## src/rtl/gpu_op_arbiter_if.sv

```systemverilog
// Op type shared by the producers and the GPU op FIFO, plus the interface
// that bundles the producer-side ports and the FIFO write port of the
// arbiter.
package gpu_op_pkg;
  typedef logic [31:0] gpu_op_t;
endpackage

interface gpu_op_arbiter_if #(
  parameter int REQ_COUNT = 2
);
  import gpu_op_pkg::*;

  // Producer side: one lock, op, push strobe and back-pressure per requester
  logic    [REQ_COUNT-1:0] req_lock;
  gpu_op_t [REQ_COUNT-1:0] req_op;
  logic    [REQ_COUNT-1:0] req_wr_en;
  logic    [REQ_COUNT-1:0] req_full;

  // GPU op FIFO write port
  gpu_op_t op;
  logic    op_wr_en;
  logic    op_full;

  // Arbiter view
  modport slave (
    input  req_lock, req_op, req_wr_en, op_full,
    output req_full, op, op_wr_en
  );

  // Environment view: producers plus the FIFO
  modport master (
    output req_lock, req_op, req_wr_en, op_full,
    input  req_full, op, op_wr_en
  );
endinterface

```

## src/rtl/gpu_op_arbiter.sv

```systemverilog
// Round-robin arbiter sharing the GPU op FIFO write port between several
// producers. A producer holds the port for as long as its lock is high; its
// ops pass through a one-entry output register so that a full FIFO never
// forces the arbiter to drop or reorder an op.
module gpu_op_arbiter
  import gpu_op_pkg::*;
#(
  parameter int REQ_COUNT = 2,
  parameter int IDX_WIDTH = (REQ_COUNT > 1) ? $clog2(REQ_COUNT) : 1
) (
  input  logic                 clk,
  input  logic                 rst_n,
  input  logic                 ce,
  gpu_op_arbiter_if.slave      bus,
  output logic [IDX_WIDTH-1:0] owner,
  output logic                 busy,
  output logic                 idle
);

  localparam logic [1:0] ST_IDLE  = 2'd0;
  localparam logic [1:0] ST_GRANT = 2'd1;
  localparam logic [1:0] ST_DRAIN = 2'd2;

  logic [1:0]           state_q, state_d;
  logic [IDX_WIDTH-1:0] owner_q, owner_d;
  logic [IDX_WIDTH-1:0] last_q, last_d;
  logic                 valid_q, valid_d;
  gpu_op_t              op_q, op_d;

  logic                 pick_valid;
  logic [IDX_WIDTH-1:0] pick_idx;
  logic                 accept;

  // Round-robin pick: first locked requester after the previous owner.
  // Walking the offsets downwards lets the nearest candidate win last.
  always_comb begin
    int                   cand;
    logic [IDX_WIDTH-1:0] cand_idx;
    pick_valid = 1'b0;
    pick_idx   = '0;
    cand       = 0;
    cand_idx   = '0;
    for (int k = REQ_COUNT; k >= 1; k--) begin
      cand     = (int'(last_q) + k) % REQ_COUNT;
      cand_idx = IDX_WIDTH'(cand);
      if (bus.req_lock[cand_idx]) begin
        pick_valid = 1'b1;
        pick_idx   = cand_idx;
      end
    end
  end

  // Only the grant holder may push, and only while the output register can
  // take a new op this cycle.
  for (genvar gi = 0; gi < REQ_COUNT; gi++) begin : g_full
    assign bus.req_full[gi] = !(state_q == ST_GRANT && owner_q == IDX_WIDTH'(gi))
                              || (valid_q && bus.op_full) || !ce;
  end

  assign accept       = bus.req_wr_en[owner_q] && !bus.req_full[owner_q];
  assign bus.op_wr_en = valid_q && !bus.op_full && ce;
  assign bus.op       = op_q;
  assign owner        = owner_q;
  assign busy         = (state_q == ST_GRANT);
  assign idle         = (state_q == ST_IDLE) && !valid_q;

  // Next-state logic for the output register and the grant FSM
  always_comb begin
    state_d = state_q;
    owner_d = owner_q;
    last_d  = last_q;
    valid_d = valid_q;
    op_d    = op_q;

    if (accept) begin
      op_d    = bus.req_op[owner_q];
      valid_d = 1'b1;
    end else if (bus.op_wr_en) begin
      valid_d = 1'b0;
    end

    case (state_q)
      ST_IDLE: begin
        if (pick_valid) begin
          owner_d = pick_idx;
          state_d = ST_GRANT;
        end
      end
      ST_GRANT: begin
        // An op pushed on the release cycle is still accepted above.
        if (!bus.req_lock[owner_q]) begin
          last_d  = owner_q;
          state_d = ST_DRAIN;
        end
      end
      ST_DRAIN: begin
        // Hold off the next owner until the last op has left the register.
        if (!valid_q || bus.op_wr_en) begin
          state_d = ST_IDLE;
        end
      end
      default: state_d = ST_IDLE;
    endcase
  end

  // State registers; everything freezes while ce is low
  always_ff @(posedge clk or negedge rst_n) begin
    if (!rst_n) begin
      state_q <= ST_IDLE;
      owner_q <= '0;
      last_q  <= IDX_WIDTH'(REQ_COUNT - 1);
      valid_q <= 1'b0;
      op_q    <= '0;
    end else if (ce) begin
      state_q <= state_d;
      owner_q <= owner_d;
      last_q  <= last_d;
      valid_q <= valid_d;
      op_q    <= op_d;
    end
  end

endmodule

```

## src/flat_wrapper.sv

```systemverilog
// flat-port wrapper written by rule: the top's interface ports become plain ports
module gpu_op_arbiter_flat import gpu_op_pkg::*;
#(
  parameter int REQ_COUNT = 2,
  parameter int IDX_WIDTH = (REQ_COUNT > 1) ? $clog2(REQ_COUNT) : 1
)
  (clk, rst_n, ce, owner, busy, idle, bus_req_lock, bus_req_op, bus_req_wr_en, bus_op_full, bus_req_full, bus_op, bus_op_wr_en);
  gpu_op_arbiter_if #(.REQ_COUNT(REQ_COUNT)) bus_i ();
  input  logic clk;
  input  logic rst_n;
  input  logic ce;
  output logic [IDX_WIDTH-1:0] owner;
  output logic busy;
  output logic idle;
  input wire logic [$bits(bus_i.req_lock)-1:0] bus_req_lock;
  input wire logic [$bits(bus_i.req_op)-1:0] bus_req_op;
  input wire logic [$bits(bus_i.req_wr_en)-1:0] bus_req_wr_en;
  input wire logic [$bits(bus_i.op_full)-1:0] bus_op_full;
  output wire logic [$bits(bus_i.req_full)-1:0] bus_req_full;
  output wire logic [$bits(bus_i.op)-1:0] bus_op;
  output wire logic [$bits(bus_i.op_wr_en)-1:0] bus_op_wr_en;
  assign bus_i.req_lock = bus_req_lock;
  assign bus_i.req_op = bus_req_op;
  assign bus_i.req_wr_en = bus_req_wr_en;
  assign bus_i.op_full = bus_op_full;
  assign bus_req_full = bus_i.req_full;
  assign bus_op = bus_i.op;
  assign bus_op_wr_en = bus_i.op_wr_en;
  gpu_op_arbiter #(.REQ_COUNT(REQ_COUNT), .IDX_WIDTH(IDX_WIDTH)) u_core (.clk(clk), .rst_n(rst_n), .ce(ce), .bus(bus_i), .owner(owner), .busy(busy), .idle(idle));
endmodule
```

## config.mk

```make
export PLATFORM = sky130hd
export DESIGN_NAME = gpu_op_arbiter_flat
export DESIGN_NICKNAME = d
export VERILOG_FILES = /design/src/rtl/gpu_op_arbiter_if.sv /design/src/rtl/gpu_op_arbiter.sv /design/src/flat_wrapper.sv
export SDC_FILE = /design/constraint.sdc
export NUM_CORES = 1
export LEC_CHECK = 0
export BUFFER_PORTS_ARGS = -buffer_cell sky130_fd_sc_hd__buf_2
export CAP_MARGIN = 5
export CORE_MARGIN = 2
export CORE_UTILIZATION = 30
export DETAILED_ROUTE_END_ITERATION = 12
export GPL_ROUTABILITY_DRIVEN = 0
export GPL_TIMING_DRIVEN = 0
export SYNTH_ARGS = -nofsm -noshare
export SYNTH_HDL_FRONTEND = slang
export SYNTH_SLANG_ARGS = --single-unit
```

## constraint.sdc

```tcl
create_clock -name clk -period 2.05 [get_ports clk]
set_clock_uncertainty 0.15 [all_clocks]
set_input_delay 0 -clock clk [delete_from_list [all_inputs] [get_ports clk]]
set_output_delay 0 -clock clk [all_outputs]
set_load 0.005 [all_outputs]
```

==> qor.txt <==
Synthesized flop and latch total: 37
Status: finished, final reports clean
Crit path kind: flip-flop to flip-flop
Synth unique cells: 24
ANT nets after route: 0
Antenna violations before repair: 0
Max clock buf depth: 2
N_diodes: 0
Vias in the first global route: 2,077
Post-CTS Setup Inserts: 0
Final core occ: 52.2%
Slew HR: 43.8%
Crit end category: flip-flop
Final setup vio count: 0
Fmax achieved: 0.510 GHz
Main synth FF type: dfrtp_1
Place WS: -82.3 ps
Drt wl/cell: 14.9 um
Final period utilization: 95.6%
Worst-skew pair later-pin latency: 290 ps
First-pass DRT Iterations: 4
Root Driver: clkbuf_8
Area growth syn-to-layout: 71.6%
CP Launch Type: flip-flop
Static Leak: 1.76 nW
CTS tree: done
FP Rows: 30
Setup_tns: 0 ps
Critical R2R Launch: u_core.owner
Max_cap viols: 0
Top cells by count, synth: dfrtp_1, mux2_2, mux2_4
Die ar.: 0.00746 mm^2
Final WS setup: 90.4 ps
Mapped Area: 0.00203 mm^2
Drt drc: 0
IO Count: 110
EDFF count, synth: 0
Final wirelength: 6020 um
Vias per cell: 4.46
Placed instance area: 0.00268 mm^2
Syn avg cell area: 15.0 um^2
Number of port buffers: 109
Iteration-0 DRC count of the detailed router: 20
Worst slew pin tran: 843 ps
Tot GR Track Use: 16.4%
Minimum clock period: 1960 ps
Type of the tightest min-delay check: input pin to async pin
Clock-pin slew on the worst setup and hold paths: 80 ps
Largest net degree at the start of global routing: 38
Synthesized Nets: 208
Arrival @ worst endpoint: 1980 ps
Final Instance Area: 0.00349 mm^2
DPL Wire Length: 3130 um
Worst path required time: 2080 ps
Yosys top cell by area: dfrtp_1
Clock Sinks: 37
Height of the die: 86.4 um
Die X: 86.4 um
PwrDens: 1110 mW/mm^2
Synth top area share: 44.3%
Pins over their slew limit: 0
Grt ovf: 0
CORE AREA: 0.00668 mm^2
Htree depth: 2
VDD IR max: 0.526 mV
YS warnings: 0
NumNets Final: 396
Via count: 1,805
Crit-path max FO: 10
Final hold violations: 0
Post-synthesis sequential area ratio: 45.6%
Unrepaired setup endpoints after global routing: false
Count leader, synth: dfrtp_1
Fill count: 555
Most area-consuming cells after synthesis: dfrtp_1, mux2_4, mux2_2
First-pass GRT wire length: 9530 um
Mapped Cells: 136
Share of layout cells above drive strength 1: 59.1%
Num CTS Buffers: 5
Critical Path Source: u_core.owner
FFs w/ async S/R, synth: 100%
Starting Density: 30.4%
-- registers in the layout (all words and copies together) (netlist names) --
name	count
u_core.owner	1
u_core.valid_q	1
u_core.bus.op	32
u_core.last_q	1
u_core.state_q	2
-- layout by cell type (no fill, tap or decap), types with 2 or more instances in the layout --
cell type / instances
nand2_1: 4
mux2i_1: 2
clkbuf_8: 5
a32o_1: 2
dfrtp_1: 36
clkinv_2: 2
buf_2: 111
nor2_1: 2
mux2_2: 34
nor3b_1: 2
dlygate4sd3_1: 72
a21oi_1: 2
mux2_4: 30
o21ai_0: 3
buf_12: 3
-- worst paths after layout --
check / to / slack, ps / cells past startpoint
max: u_core.owner / 90 / 4
min: u_core.bus.op[4] / 210 / 2
max reg2reg: u_core.owner / 90 / 4
min reg2reg: u_core.bus.op[28] / 360 / 1
max in group asynchronous: u_core.bus.op[12] / 1010 / 2
min in group clk: u_core.bus.op[4] / 290 / 5
-- power by group --
part	switching (mW)	internal, mW
Clock	0.263	0.235
Sequential	0.238	1.11
Combinational	0.709	1.33
Total	1.21	2.68
-- repair_timing --
item,CTS,global route
setup endpoints to repair,25,1
hold buffers,73,0
endpoints found under the hold margin,73,0
resized for setup,1,2
-- worst max-delay path, cell delays in order (launching register included) --
cell and delay, ps:
dfrtp_1 410, clkbuf_2 240, buf_2 260, a32o_1 230, dlygate4sd3_1 560
-- through the flow --
stage               instances  power [mW]  hold WS, ps
floorplan                 136        2.61         -446
global placement          325        3.23        -6.82
global route              405        4.16          289
detailed placement        325        3.24         3.76
finish                    405        3.89          210
CTS                       406        3.91          225
-- layout make-up --
type	count	area (um^2)	share of cell area, %
buffer	8	91.3	2.62
clock buffer	5	68.8	1.97
clock inverter	3	17.5	0.502
inverter	1	3.75	0.108
multi-input combinational	90	1010	29.0
sequential	37	927	26.6
tap	80	100	2.87
timing repair buffer	181	1270	36.3
-- per-layer routing --
metal  share of wire (%)  vias to the layer above  track usage (%)  routed length (um)
met3                 6.9                       19             4.76                 416
li1                    -                      867                -                   -
met5                   0                        -                0                   0
met4                 3.2                        0             7.10                 192
met1                  39                      835             17.4                2360
met2                  51                       84             29.9                3050
-- logic make-up after synthesis --
family	Yosys count	synth area share [%]
mux	66	41.9
compound gates	11	3.75
flops	37	45.6
buf+inv	9	4.61
simple gates	13	4.12
(Power assumes the default switching activity.)
